**src/rtl/alu_frame_ctrl.sv**
```systemverilog
// Framed request/response sequencer between the UART FIFOs and a combinational ALU.
// Define ALU_FRAME_CHECKSUM_EN to append a checksum byte to both request and response frames.
module alu_frame_ctrl #(
    parameter int unsigned     DBIT     = 8,
    parameter int unsigned     OP_W     = 6,
    parameter int unsigned     TIMEOUT  = 50000,
    parameter int unsigned     TO_BITS  = 16,
    parameter logic [DBIT-1:0] SYNC_REQ = 8'hA5,
    parameter logic [DBIT-1:0] SYNC_RSP = 8'h5A
) (
    input  logic            clk,
    input  logic            reset,
    input  logic            rx_empty,
    input  logic [DBIT-1:0] r_data,
    output logic            rd_uart,
    input  logic            tx_full,
    output logic [DBIT-1:0] w_data,
    output logic            wr_uart,
    output logic [DBIT-1:0] op_a,
    output logic [DBIT-1:0] op_b,
    output logic [OP_W-1:0] op_code,
    input  logic [DBIT-1:0] alu_result,
    output logic [DBIT-1:0] last_result,
    output logic            busy,
    output logic [7:0]      frame_err_cnt
);

    localparam logic [3:0] S_IDLE      = 4'd0;
    localparam logic [3:0] S_GET_OP    = 4'd1;
    localparam logic [3:0] S_GET_A     = 4'd2;
    localparam logic [3:0] S_GET_B     = 4'd3;
    localparam logic [3:0] S_EXEC      = 4'd5;
    localparam logic [3:0] S_SEND_SYNC = 4'd6;
    localparam logic [3:0] S_SEND_STAT = 4'd7;
    localparam logic [3:0] S_SEND_RES  = 4'd8;
`ifdef ALU_FRAME_CHECKSUM_EN
    localparam logic [3:0] S_GET_CK    = 4'd4;
    localparam logic [3:0] S_SEND_CK   = 4'd9;
    localparam logic [DBIT-1:0] ST_CK  = DBIT'(1);
`endif

    localparam logic [DBIT-1:0]    ST_OK   = '0;
    localparam logic [DBIT-1:0]    ST_OPC  = DBIT'(2);
    localparam logic [TO_BITS-1:0] TO_LAST = TO_BITS'(TIMEOUT - 1);

    logic [3:0]         state_q,  state_d;
    logic [DBIT-1:0]    op_a_q,   op_a_d;
    logic [DBIT-1:0]    op_b_q,   op_b_d;
    logic [OP_W-1:0]    op_code_q, op_code_d;
    logic [DBIT-1:0]    status_q, status_d;
    logic [DBIT-1:0]    result_q, result_d;
    logic [DBIT-1:0]    last_q,   last_d;
    logic [DBIT-1:0]    w_data_q, w_data_d;
    logic [7:0]         err_q,    err_d;
    logic [TO_BITS-1:0] to_q,     to_d;
    logic               busy_q,   busy_d;
    logic               err_inc;
    logic               in_frame;
    logic               rd_c;
    logic               wr_c;
`ifdef ALU_FRAME_CHECKSUM_EN
    logic [DBIT-1:0]    ck_q,     ck_d;
`endif

    // Next-state, frame parsing, response sequencing and timeout
    always_comb begin
        state_d   = state_q;
        op_a_d    = op_a_q;
        op_b_d    = op_b_q;
        op_code_d = op_code_q;
        status_d  = status_q;
        result_d  = result_q;
        last_d    = last_q;
        w_data_d  = w_data_q;
        to_d      = '0;
        err_inc   = 1'b0;
        rd_c      = 1'b0;
        wr_c      = 1'b0;
`ifdef ALU_FRAME_CHECKSUM_EN
        ck_d      = ck_q;
`endif
        case (state_q)
            S_IDLE: begin
                if (!rx_empty) begin
                    rd_c = 1'b1;
                    if (r_data == SYNC_REQ) begin
                        state_d = S_GET_OP;
                    end
                end
            end
            S_GET_OP: begin
                if (!rx_empty) begin
                    rd_c      = 1'b1;
                    op_code_d = r_data[OP_W-1:0];
                    status_d  = (r_data[DBIT-1:OP_W] != '0) ? ST_OPC : ST_OK;
`ifdef ALU_FRAME_CHECKSUM_EN
                    ck_d      = r_data;
`endif
                    state_d   = S_GET_A;
                end
            end
            S_GET_A: begin
                if (!rx_empty) begin
                    rd_c    = 1'b1;
                    op_a_d  = r_data;
`ifdef ALU_FRAME_CHECKSUM_EN
                    ck_d    = ck_q ^ r_data;
`endif
                    state_d = S_GET_B;
                end
            end
            S_GET_B: begin
                if (!rx_empty) begin
                    rd_c    = 1'b1;
                    op_b_d  = r_data;
`ifdef ALU_FRAME_CHECKSUM_EN
                    ck_d    = ck_q ^ r_data;
                    state_d = S_GET_CK;
`else
                    state_d = S_EXEC;
`endif
                end
            end
`ifdef ALU_FRAME_CHECKSUM_EN
            S_GET_CK: begin
                if (!rx_empty) begin
                    rd_c = 1'b1;
                    // Checksum error overrides a bad-opcode flag
                    if (r_data != ck_q) begin
                        status_d = ST_CK;
                    end
                    state_d = S_EXEC;
                end
            end
`endif
            S_EXEC: begin
                if (status_q == ST_OK) begin
                    result_d = alu_result;
                    last_d   = alu_result;
                end else begin
                    result_d = '0;
                    err_inc  = 1'b1;
                end
                w_data_d = SYNC_RSP;
                state_d  = S_SEND_SYNC;
            end
            S_SEND_SYNC: begin
                if (!tx_full) begin
                    wr_c     = 1'b1;
                    w_data_d = status_q;
                    state_d  = S_SEND_STAT;
                end
            end
            S_SEND_STAT: begin
                if (!tx_full) begin
                    wr_c     = 1'b1;
                    w_data_d = result_q;
                    state_d  = S_SEND_RES;
                end
            end
            S_SEND_RES: begin
                if (!tx_full) begin
                    wr_c = 1'b1;
`ifdef ALU_FRAME_CHECKSUM_EN
                    w_data_d = status_q ^ result_q;
                    state_d  = S_SEND_CK;
`else
                    w_data_d = '0;
                    state_d  = S_IDLE;
`endif
                end
            end
`ifdef ALU_FRAME_CHECKSUM_EN
            S_SEND_CK: begin
                if (!tx_full) begin
                    wr_c     = 1'b1;
                    w_data_d = '0;
                    state_d  = S_IDLE;
                end
            end
`endif
            default: begin
                state_d = S_IDLE;
            end
        endcase

`ifdef ALU_FRAME_CHECKSUM_EN
        in_frame = (state_q == S_GET_OP) || (state_q == S_GET_A) ||
                   (state_q == S_GET_B)  || (state_q == S_GET_CK);
`else
        in_frame = (state_q == S_GET_OP) || (state_q == S_GET_A) ||
                   (state_q == S_GET_B);
`endif
        // Inter-byte timeout abandons the partial frame without a response
        if (in_frame && rx_empty) begin
            if (to_q == TO_LAST) begin
                state_d = S_IDLE;
                err_inc = 1'b1;
            end else begin
                to_d = to_q + TO_BITS'(1);
            end
        end

        err_d   = (err_inc && (err_q != 8'hFF)) ? err_q + 8'd1 : err_q;
        busy_d  = (state_d != S_IDLE);
        rd_uart = rd_c & ~reset;
        wr_uart = wr_c & ~reset;
    end

    always_ff @(posedge clk or posedge reset) begin
        if (reset) begin
            state_q   <= S_IDLE;
            op_a_q    <= '0;
            op_b_q    <= '0;
            op_code_q <= '0;
            status_q  <= '0;
            result_q  <= '0;
            last_q    <= '0;
            w_data_q  <= '0;
            err_q     <= '0;
            to_q      <= '0;
            busy_q    <= 1'b0;
        end else begin
            state_q   <= state_d;
            op_a_q    <= op_a_d;
            op_b_q    <= op_b_d;
            op_code_q <= op_code_d;
            status_q  <= status_d;
            result_q  <= result_d;
            last_q    <= last_d;
            w_data_q  <= w_data_d;
            err_q     <= err_d;
            to_q      <= to_d;
            busy_q    <= busy_d;
        end
    end

`ifdef ALU_FRAME_CHECKSUM_EN
    always_ff @(posedge clk or posedge reset) begin
        if (reset) begin
            ck_q <= '0;
        end else begin
            ck_q <= ck_d;
        end
    end
`endif

    assign op_a          = op_a_q;
    assign op_b          = op_b_q;
    assign op_code       = op_code_q;
    assign last_result   = last_q;
    assign w_data        = w_data_q;
    assign busy          = busy_q;
    assign frame_err_cnt = err_q;

endmodule
```
**config.mk**
```make
export PLATFORM = sky130hd
export DESIGN_NAME = alu_frame_ctrl
export DESIGN_NICKNAME = d
export VERILOG_FILES = /design/src/rtl/alu_frame_ctrl.sv
export SDC_FILE = /design/constraint.sdc
export NUM_CORES = 1
export LEC_CHECK = 0
export ABC_AREA = 0
export CAP_MARGIN = 20
export CORE_UTILIZATION = 55
export DETAILED_ROUTE_END_ITERATION = 6
export DONT_BUFFER_PORTS = 1
export HOLD_SLACK_MARGIN = 0.15
export PLACE_DENSITY_LB_ADDON = 0.3
export SYNTH_ARGS = -nofsm -noshare
export SYNTH_HDL_FRONTEND = slang
export SYNTH_SLANG_ARGS = --single-unit
```
**constraint.sdc**
```tcl
create_clock -name clk -period 2.9 [get_ports clk]
set_input_delay 0.58 -clock clk [delete_from_list [all_inputs] [get_ports clk]]
set_output_delay 0.58 -clock clk [all_outputs]
set_load 0.05 [all_outputs]
```
==> flow_metrics.tcl, run 1 <==
set metrics [dict create \
    synth.distinct_cells 46 \
    slowest_delay_ns 0.55 \
    grt_pass1_vias 2258 \
    end_kind "primary output" \
    fin_setup_tns_ns 0 \
    tightest_slew_ns 0.574 \
    fin_crit_sh_pct 82.3 \
    stdcell_count 375 \
    place_area_um2 3480 \
    netlist_area_um2 3390 \
    setup_violations 0 \
    cts_root_buf "clkbuf_8" \
    cts_resized 0 \
    pwr-share-clk_pct 20.2 \
    rsz0062_at_grt "no" \
    async_reset_ff_share_pct 100 \
    yosysWarnings 0 \
    synth_edf_count 0 \
    stdcell_area_um2 3690 \
    initial_utilization_pct 57.3 \
    place_inst 360 \
    status "completed" \
    antenna_found_initial 0 \
    required_ns 2.32 \
    die_w_um 80.5 \
    path_cells "nor4b_2 > a21oi_1 > nor3_1 > buf_4" \
    routed_via_density 5.75 \
    cp_num_buf_inv 1 \
    syn_area_per_cell_um2 11.6 \
    peakVddDrop_v 0.000939 \
    grt.overflow.total 0 \
    slew_headroom_pct 61.7 \
    power_leakage_nw 1.66 \
    cts_max_path_buffers 2 \
    grt_max_degree 51 \
    place_congestion 0.842 \
    path_delay_family "flip-flops" \
    postCtsHoldBufs 0 \
    skew_ns 0.0103 \
    regToRegSetupSlack_ns 0.71 \
    syn_to_final_growth_pct 8.89 \
    io_pins 69 \
    cp.arrival_ns 1.81 \
    drc 0 \
    layout-drive-gt1-share_pct 20.3 \
    p_int_mw 2.28 \
    combPwrFrac_pct 16.4 \
    grt_pass1_wl_mm 10.5 \
    cts_buffers 9 \
    critPathLaunchType "flop" \
    synth_ff_type "dfrtp_1" \
    placementRows 28 \
    fmax_mhz 419 \
    syn_inst 292 \
    first_pass_iters 4 \
    cts_tree "built" \
    hpwlAfterDp_mm 4.30 \
    critPathMaxFanout 16 \
    hold_ws_ns 0.172 \
    path_clk_slew_ns 0.08 \
    cts_post_setup_buffers_inserted 0 \
    ant_nets 0 \
    io_buffers 0 \
    fin_nets 318 \
    worstSetupPathType "flop to primary output" \
    wirelength_mm 6.21 \
    switching_share_pct 47.0 \
    hold_viol 0 \
    slew_viol_final 0 \
    switchingPower_mw 2.02 \
    diodes 0 \
    hp-class "primary input to async pin" \
    die_area_um2 6490 \
    clk_latency_ns 0.34 \
    layout_min_cycle_time_ns 2.39 \
    vias 2158 \
    drt_iter0_drc 101 \
    die_h_um 80.5 \
    p_per_area_nw_per_um2 1170 \
    core_area_um2 5920 \
    yosysSeqAreaShare_pct 56.0 \
    seqPwrFrac_pct 63.3 \
    worst_path_max_delay_cell "dfrtp_1" \
    clkSinkCount 76 \
    syn_nets 314 \
    avgRoutedWirePerCell_um 16.6 \
    nFillCells 471 \
    max_cap_violations 0 \
    grt_use_total_pct 21.5 \
    synth.ff_latch_count 76 \
    cts_max_level 3 \
]
sequential cells by signal (all words and copies together) (netlist names):
register / cells
op_code: 6
to_q: 16
state_q: 4
result_q: 8
op_b: 8
status_q: 1
frame_err_cnt: 8
w_data: 8
last_result: 8
op_a: 8
busy: 1
cell usage in the layout, fill, tap and decap left out, types with 2 or more instances in the layout:
cell	Yosys	routed
nand3b_1	3	3
nand4_1	4	4
xor2_1	15	15
a21oi_1	10	10
mux2_2	31	31
nand3_1	10	10
nor2_1	26	26
nor2b_1	2	2
nor4_2	1	2
xnor2_1	4	4
clkbuf_8	0	10
nor3b_1	2	2
nor3_1	6	6
o21ai_0	10	10
bufinv_16	0	2
nand2_1	25	25
nor3_2	2	2
and3_1	10	10
buf_4	1	2
and3b_1	2	2
inv_1	7	6
nor3b_2	3	3
nand2b_1	2	2
ha_1	2	2
mux2_1	2	2
a22o_1	8	8
dfrtp_1	76	76
path summary, 6_finish.rpt:
path / to / from / depth (start not counted)
setup / recovery: wr_uart / state_q[1] / 4
hold / removal: last_result[6] / reset / 1
setup reg to reg: frame_err_cnt[1] / frame_err_cnt[0] / 6
hold reg to reg: to_q[0] / to_q[0] / 1
max in group asynchronous: to_q[8] / reset / 2
min in group clk: result_q[2] / alu_result[2] / 1
final cells by class:
cell class                      instances  area, µm²  share of cell area, %
Timing Repair Buffer                    3       35.0                  0.948
Inverter                                7       26.3                  0.711
Clock inverter                          4       73.8                   2.00
Clock buffer                           11        141                   3.83
Multi-Input combinational cell        199       1420                   38.5
Sequential cell                        76       1900                   51.5
Tap cell                               75       93.8                   2.54
logic make-up after synthesis:
group           count (synthesis)  share of synthesized area, %
simple gates                  106                          17.2
compound gates                 38                          7.67
flops                          76                          56.0
fa+ha+maj                       2                         0.737
buf+inv                        17                          2.21
xor+xnor                       19                          4.90
mux                            34                          11.2
cell usage after synthesis, drive strengths merged, types with 4 or more instances:
cell / n / area (µm²)
o21ai: 10 / 50.1
a21oi: 10 / 50.1
dfrtp: 76 / 1900
mux2: 33 / 372
a22o: 8 / 70.1
nor2: 28 / 115
nand2: 25 / 93.8
nand3: 10 / 50.1
nor3b: 5 / 52.6
xnor2: 4 / 35.0
xor2: 15 / 131
inv: 7 / 26.3
nand4: 4 / 25.0
buf: 7 / 37.5
and3: 10 / 62.6
nor3: 8 / 50.1
power by group through the flow:
stage               Sequential, mW  Combinational, mW  Clock (mW)
finish                        2.73              0.707       0.871
CTS                           2.73              0.720       0.892
global placement              2.74              0.686           0
floorplan                     2.63              0.654           0
detailed placement            2.75              0.716           0
global route                  2.79              0.799       0.938
metal layers:
layer,wire [µm],GRT usage (%),vias to the layer above
met5,0,0,-
met4,128,10.4,0
met3,416,7.05,11
met2,2890,32.0,56
met1,2780,28.0,1062
li1,-,-,1029
worst register-to-register path, cell delays in order, from the launching register on:
cell and delay [ns]:
dfrtp_1 0.60, ha_1 0.33, and3_1 0.19, and3_1 0.20, and3_1 0.27, nor2_2 0.17, mux2_1 0.33
per-stage QoR:
step	utilization, %	total power, mW	setup slack (ns)
after global routing	62.4	4.52	0.389
after CTS	62.4	4.34	0.503
final	62.4	4.31	0.514
after global placement	58.8	3.43	0.793
after floorplan	-	3.28	0.204
after detailed placement	58.8	3.47	0.730
No activity file was read; power rests on OpenSTA's default activity.
==> run 2: changes to the inputs <==
==> constraint.sdc (replaced) <==
create_clock -name clk -period 2.2 [get_ports clk]
set_input_delay 0.44 -clock clk [delete_from_list [all_inputs] [get_ports clk]]
set_output_delay 0.44 -clock clk [all_outputs]
set_load 0.05 [all_outputs]
==> flow_metrics.tcl, run 2 (synthesis results as in run 1) <==
set metrics [dict create \
    reg2reg_to "frame_err_cnt[7]" \
    cp.depth 4 \
    place_inst 373 \
    grt_use_total_pct 22.0 \
    rr_worst_depth 6 \
    stdcell_count 389 \
    routed_via_density 5.79 \
    first_pass_iters 4 \
    final_cell_mix "74 x dfrtp_1, 31 x mux2_2, 26 x nor2_1" \
    layout_min_cycle_time_ns 2.07 \
    clkSinkCount 76 \
    tightest_slew_ns 0.530 \
    max_cap_violations 0 \
    setup_violations 0 \
    critPathMaxFanout 8 \
    grt_pass1_wl_mm 10.7 \
    drt_iter0_drc 95 \
    path_cells "nor4b_4 > a21oi_2 > nor3_2 > buf_4" \
    slowest_delay_ns 0.49 \
    dp_slack_ns 0.220 \
    placementRows 28 \
    r2r-start "to_q[0]" \
    grt.overflow.total 0 \
    slew_viol_final 0 \
    power_leakage_nw 1.70 \
    fmax_mhz 483 \
    die_area_um2 6490 \
    cts_max_path_buffers 2 \
    status "completed" \
    fin_nets 332 \
    hp-start "alu_result[5]" \
    regToRegSetupSlack_ns 0.21 \
    holdPathStages 1 \
    critPathLaunchType "flop" \
    grt_pass1_vias 2337 \
    wirelength_mm 6.61 \
    hpwlAfterDp_mm 4.69 \
    slew_headroom_pct 64.6 \
    initial_utilization_pct 57.3 \
    rsz0062_at_grt "no" \
    top_register "to_q" \
    core_area_um2 5920 \
    die_h_um 80.5 \
    fin_setup_tns_ns 0 \
    skew_ns 0.0135 \
    drc 0 \
    fin_crit_sh_pct 94.2 \
    io_buffers 0 \
    diodes 0 \
    end_kind "primary output" \
    io_pins 69 \
    cts_tree "built" \
    die_w_um 80.5 \
    peakVddDrop_v 0.00114 \
    vias 2251 \
    cp_num_buf_inv 1 \
    worst_path_max_delay_cell "dfrtp_1" \
    layout-drive-gt1-share_pct 24.5 \
    hold_viol 0 \
    cts_max_level 3 \
    largest_reg_flops 16 \
    hold_ws_ns 0.228 \
    path_delay_family "flip-flops" \
    p_per_area_nw_per_um2 1490 \
    ant_nets 0 \
    antenna_found_initial 0 \
    cts_root_buf "clkbuf_8" \
    worstSetupPathType "flop to primary output" \
    cts_buffers 9 \
    required_ns 1.76 \
    clk_latency_ns 0.34 \
    avgRoutedWirePerCell_um 17.0 \
    syn_to_final_growth_pct 11.8 \
    grt_max_degree 34 \
    holdPathEnd "result_q[5]" \
    path_clk_slew_ns 0.08 \
    mostFrequentLayoutCell "dfrtp_1" \
    cp.arrival_ns 1.63 \
    hp-class "primary input to flop" \
    p_total_mw 5.66 \
    timing.final.ws_setup_ns 0.127 \
    place_congestion 0.847 \
]
run 2: cell count changes in the layout (fill, tap and decap cells not counted), sizes merged:
cell	previous run	this run
inv	7	6
dlygate4sd3	0	1
bufinv	2	1
buf	3	16
clkinvlp	0	2
run 2: area by class of cell:
class	count	area (µm²)
Sequential cell	76	1900
Multi-Input combinational cell	199	1440
Timing Repair Buffer	17	143
Clock inverter	4	51.3
Tap cell	75	93.8
Fill cell	464	2130
Inverter	7	30.0
Clock buffer	11	131
run 2: worst max-delay path by stage:
stage                           startpoint                to  slack, ns
final                           state_q[0]           wr_uart       0.13
after global routing            state_q[0]           wr_uart       0.02
after CTS                       state_q[2]           wr_uart       0.06
after detailed placement           to_q[0]  frame_err_cnt[7]       0.22
after global placement             to_q[0]  frame_err_cnt[7]       0.29
after floorplan           frame_err_cnt[0]  frame_err_cnt[1]       0.15
run 2: timing repair:
action                                  4_1_cts  5_1_grt
resized for setup                             1        3
pin swaps                                     0        0
hold endpoints to repair                     21        0
hold buffers                                  1        0
buffers inserted                              0        0
endpoints found under the setup margin        1        1
run 2: power breakdown:
| group | switching [mW] | internal, mW | total, mW |
|---|---|---|---|
| logic | 0.601 | 0.562 | 1.16 |
| clock network | 0.494 | 0.519 | 1.01 |
| registers | 1.63 | 1.85 | 3.49 |
run 2: per-stage QoR:
stage	util [%]	cell area (µm²)
finish	64.1	3790
global route	64.1	3790
CTS	63.9	3780
detailed placement	60.6	3590
global placement	60.6	3590
floorplan	-	3410
run 2: layer usage:
| layer | part of all wire [%] | vias up | track usage [%] |
|---|---|---|---|
| met5 | 0 | - | 0 |
| met1 | 44 | 1121 | 27.9 |
| met3 | 6.4 | 10 | 6.70 |
| met4 | 1.6 | 0 | 10.9 |
| met2 | 48 | 62 | 34.2 |
| li1 | - | 1058 | - |
==> run 3: changes to the inputs <==
--- a/config.mk
+++ b/config.mk
@@ -7,7 +7,7 @@
 export LEC_CHECK = 0
 export ABC_AREA = 0
 export CAP_MARGIN = 20
-export CORE_UTILIZATION = 55
+export CORE_UTILIZATION = 25
 export DETAILED_ROUTE_END_ITERATION = 6
 export DONT_BUFFER_PORTS = 1
 export HOLD_SLACK_MARGIN = 0.15
==> flow_metrics.tcl, run 3 (synthesis results as in run 1) <==
set metrics [dict create \
    grt_pass1_vias 2464 \
    syn_to_final_growth_pct 19.4 \
    required_ns 1.76 \
    first_pass_iters 4 \
    fmax_mhz 476 \
    fin_crit_sh_pct 95.5 \
    cts_buffers 9 \
    cts_root_buf "clkbuf_16" \
    grt_pass1_wl_mm 12.4 \
    die_w_um 119 \
    drc 0 \
    tightest_slew_ns 0.788 \
    avgRoutedWirePerCell_um 14.9 \
    r2r-start "to_q[0]" \
    vias 2238 \
    initial_utilization_pct 25.6 \
    hold_viol 0 \
    nFillCells 1398 \
    end_kind "primary output" \
    worstSetupPathType "flop to primary output" \
    fin_nets 333 \
    rr_worst_depth 6 \
    largest_reg_flops 16 \
    cts_max_level 3 \
    setup_violations 0 \
    power_leakage_nw 1.77 \
    cts_max_path_buffers 2 \
    core_area_um2 13200 \
    crit_path_end "wr_uart" \
    critPathMaxFanout 7 \
    ant_nets 0 \
    die_h_um 119 \
    place_congestion 0.807 \
    cts_post_setup_buffers_inserted 0 \
    cts_tree "built" \
    grt.overflow.total 0 \
    clk_latency_ns 0.34 \
    grt_max_degree 36 \
    skew_ns 0.00615 \
    regToRegSetupSlack_ns 0.19 \
    io_pins 69 \
    antenna_found_initial 0 \
    grt_use_total_pct 11.4 \
    clkSinkCount 76 \
    layout_min_cycle_time_ns 2.10 \
    hp-class "primary input to flop" \
    path_clk_slew_ns 0.05 \
    diodes 0 \
    routed_via_density 4.56 \
    slew_viol_final 0 \
    drt_iter0_drc 96 \
    placementRows 42 \
    mostFrequentLayoutCell "dfrtp_1" \
    die_area_um2 14000 \
    fin_setup_tns_ns 0 \
    p_per_area_nw_per_um2 1520 \
    final_cell_mix "74 x dfrtp_1, 31 x mux2_2, 26 x nor2_1" \
    io_buffers 0 \
    fin_util_pct 30.6 \
    top_register "to_q" \
    rsz0062_at_grt "no" \
    hpwlAfterDp_mm 5.31 \
    reg2reg_to "frame_err_cnt[7]" \
    peakVddDrop_v 0.000860 \
    slew_headroom_pct 47.3 \
    critPathLaunchType "flop" \
    max_cap_violations 0 \
    cp.arrival_ns 1.66 \
    status "completed" \
    startpoint "state_q[2]" \
    wirelength_mm 7.33 \
    layout-drive-gt1-share_pct 24.8 \
]
run 3: cell count changes in the layout (fill, tap and decap cells not counted), sizes merged:
cell and delta:
clkinvlp -1, clkbuf +3, buf +1, clkinv -2
run 3: per-layer routing:
| metal | wire length (µm) | up-vias | global-route usage (%) |
|---|---|---|---|
| li1 | - | 1065 | - |
| met1 | 3300 | 1111 | 13.6 |
| met2 | 3350 | 52 | 17.8 |
| met3 | 555 | 10 | 5.31 |
| met4 | 122 | 0 | 4.51 |
| met5 | 0 | - | 0 |
run 3: how the worst min path moves through the flow:
stage | startpoint | end | slack [ns] | cells after the start
after floorplan | to_q[0] | to_q[0] | 0.43 | 1
after global placement | to_q[0] | to_q[0] | 0.44 | 1
after detailed placement | to_q[0] | to_q[0] | 0.45 | 1
after CTS | alu_result[3] | result_q[3] | 0.21 | 1
after global routing | alu_result[4] | result_q[4] | 0.22 | 1
final | alu_result[3] | result_q[3] | 0.23 | 1
run 3: final cells by class:
cell class | count | area [µm²] | share of cell area [%]
Sequential cell | 76 | 1900 | 47.0
Clock inverter | 1 | 30.0 | 0.741
Clock buffer | 14 | 274 | 6.76
Inverter | 7 | 30.0 | 0.741
Timing Repair Buffer | 18 | 154 | 3.80
Tap cell | 176 | 220 | 5.43
Multi-Input combinational cell | 199 | 1440 | 35.5
run 3: worst max-delay path, cell delays in order (launching register included):
cell and delay, ns:
dfrtp_2 0.45, buf_4 0.18, nor4b_4 0.25, a21oi_2 0.11, nor3_2 0.15, buf_6 0.18
run 3: power breakdown:
group	total (mW)	internal [mW]	switching, mW
Combinational	1.17	0.563	0.609
Sequential	3.48	1.86	1.63
Clock	1.51	0.966	0.548
run 3: timing repair:
item                                    CTS  global route
hold buffers                              1             0
pin swaps                                 0             0
cloned                                    0             0
hold endpoints to repair                 33             0
gates resized for setup                   3             2
endpoints found under the setup margin    1             1
run 3: metrics by stage:
step	worst slack, ns	hold slack (ns)	power [mW]	instance area [µm²]	instances
after floorplan	0.151	0.433	4.33	3410	292
after global placement	0.263	0.445	4.66	3720	475
after detailed placement	0.212	0.453	4.69	3720	475
after CTS	0.00167	0.215	6.25	4040	491
after global routing	0.00973	0.218	6.49	4050	491
final	0.0999	0.233	6.17	4050	491
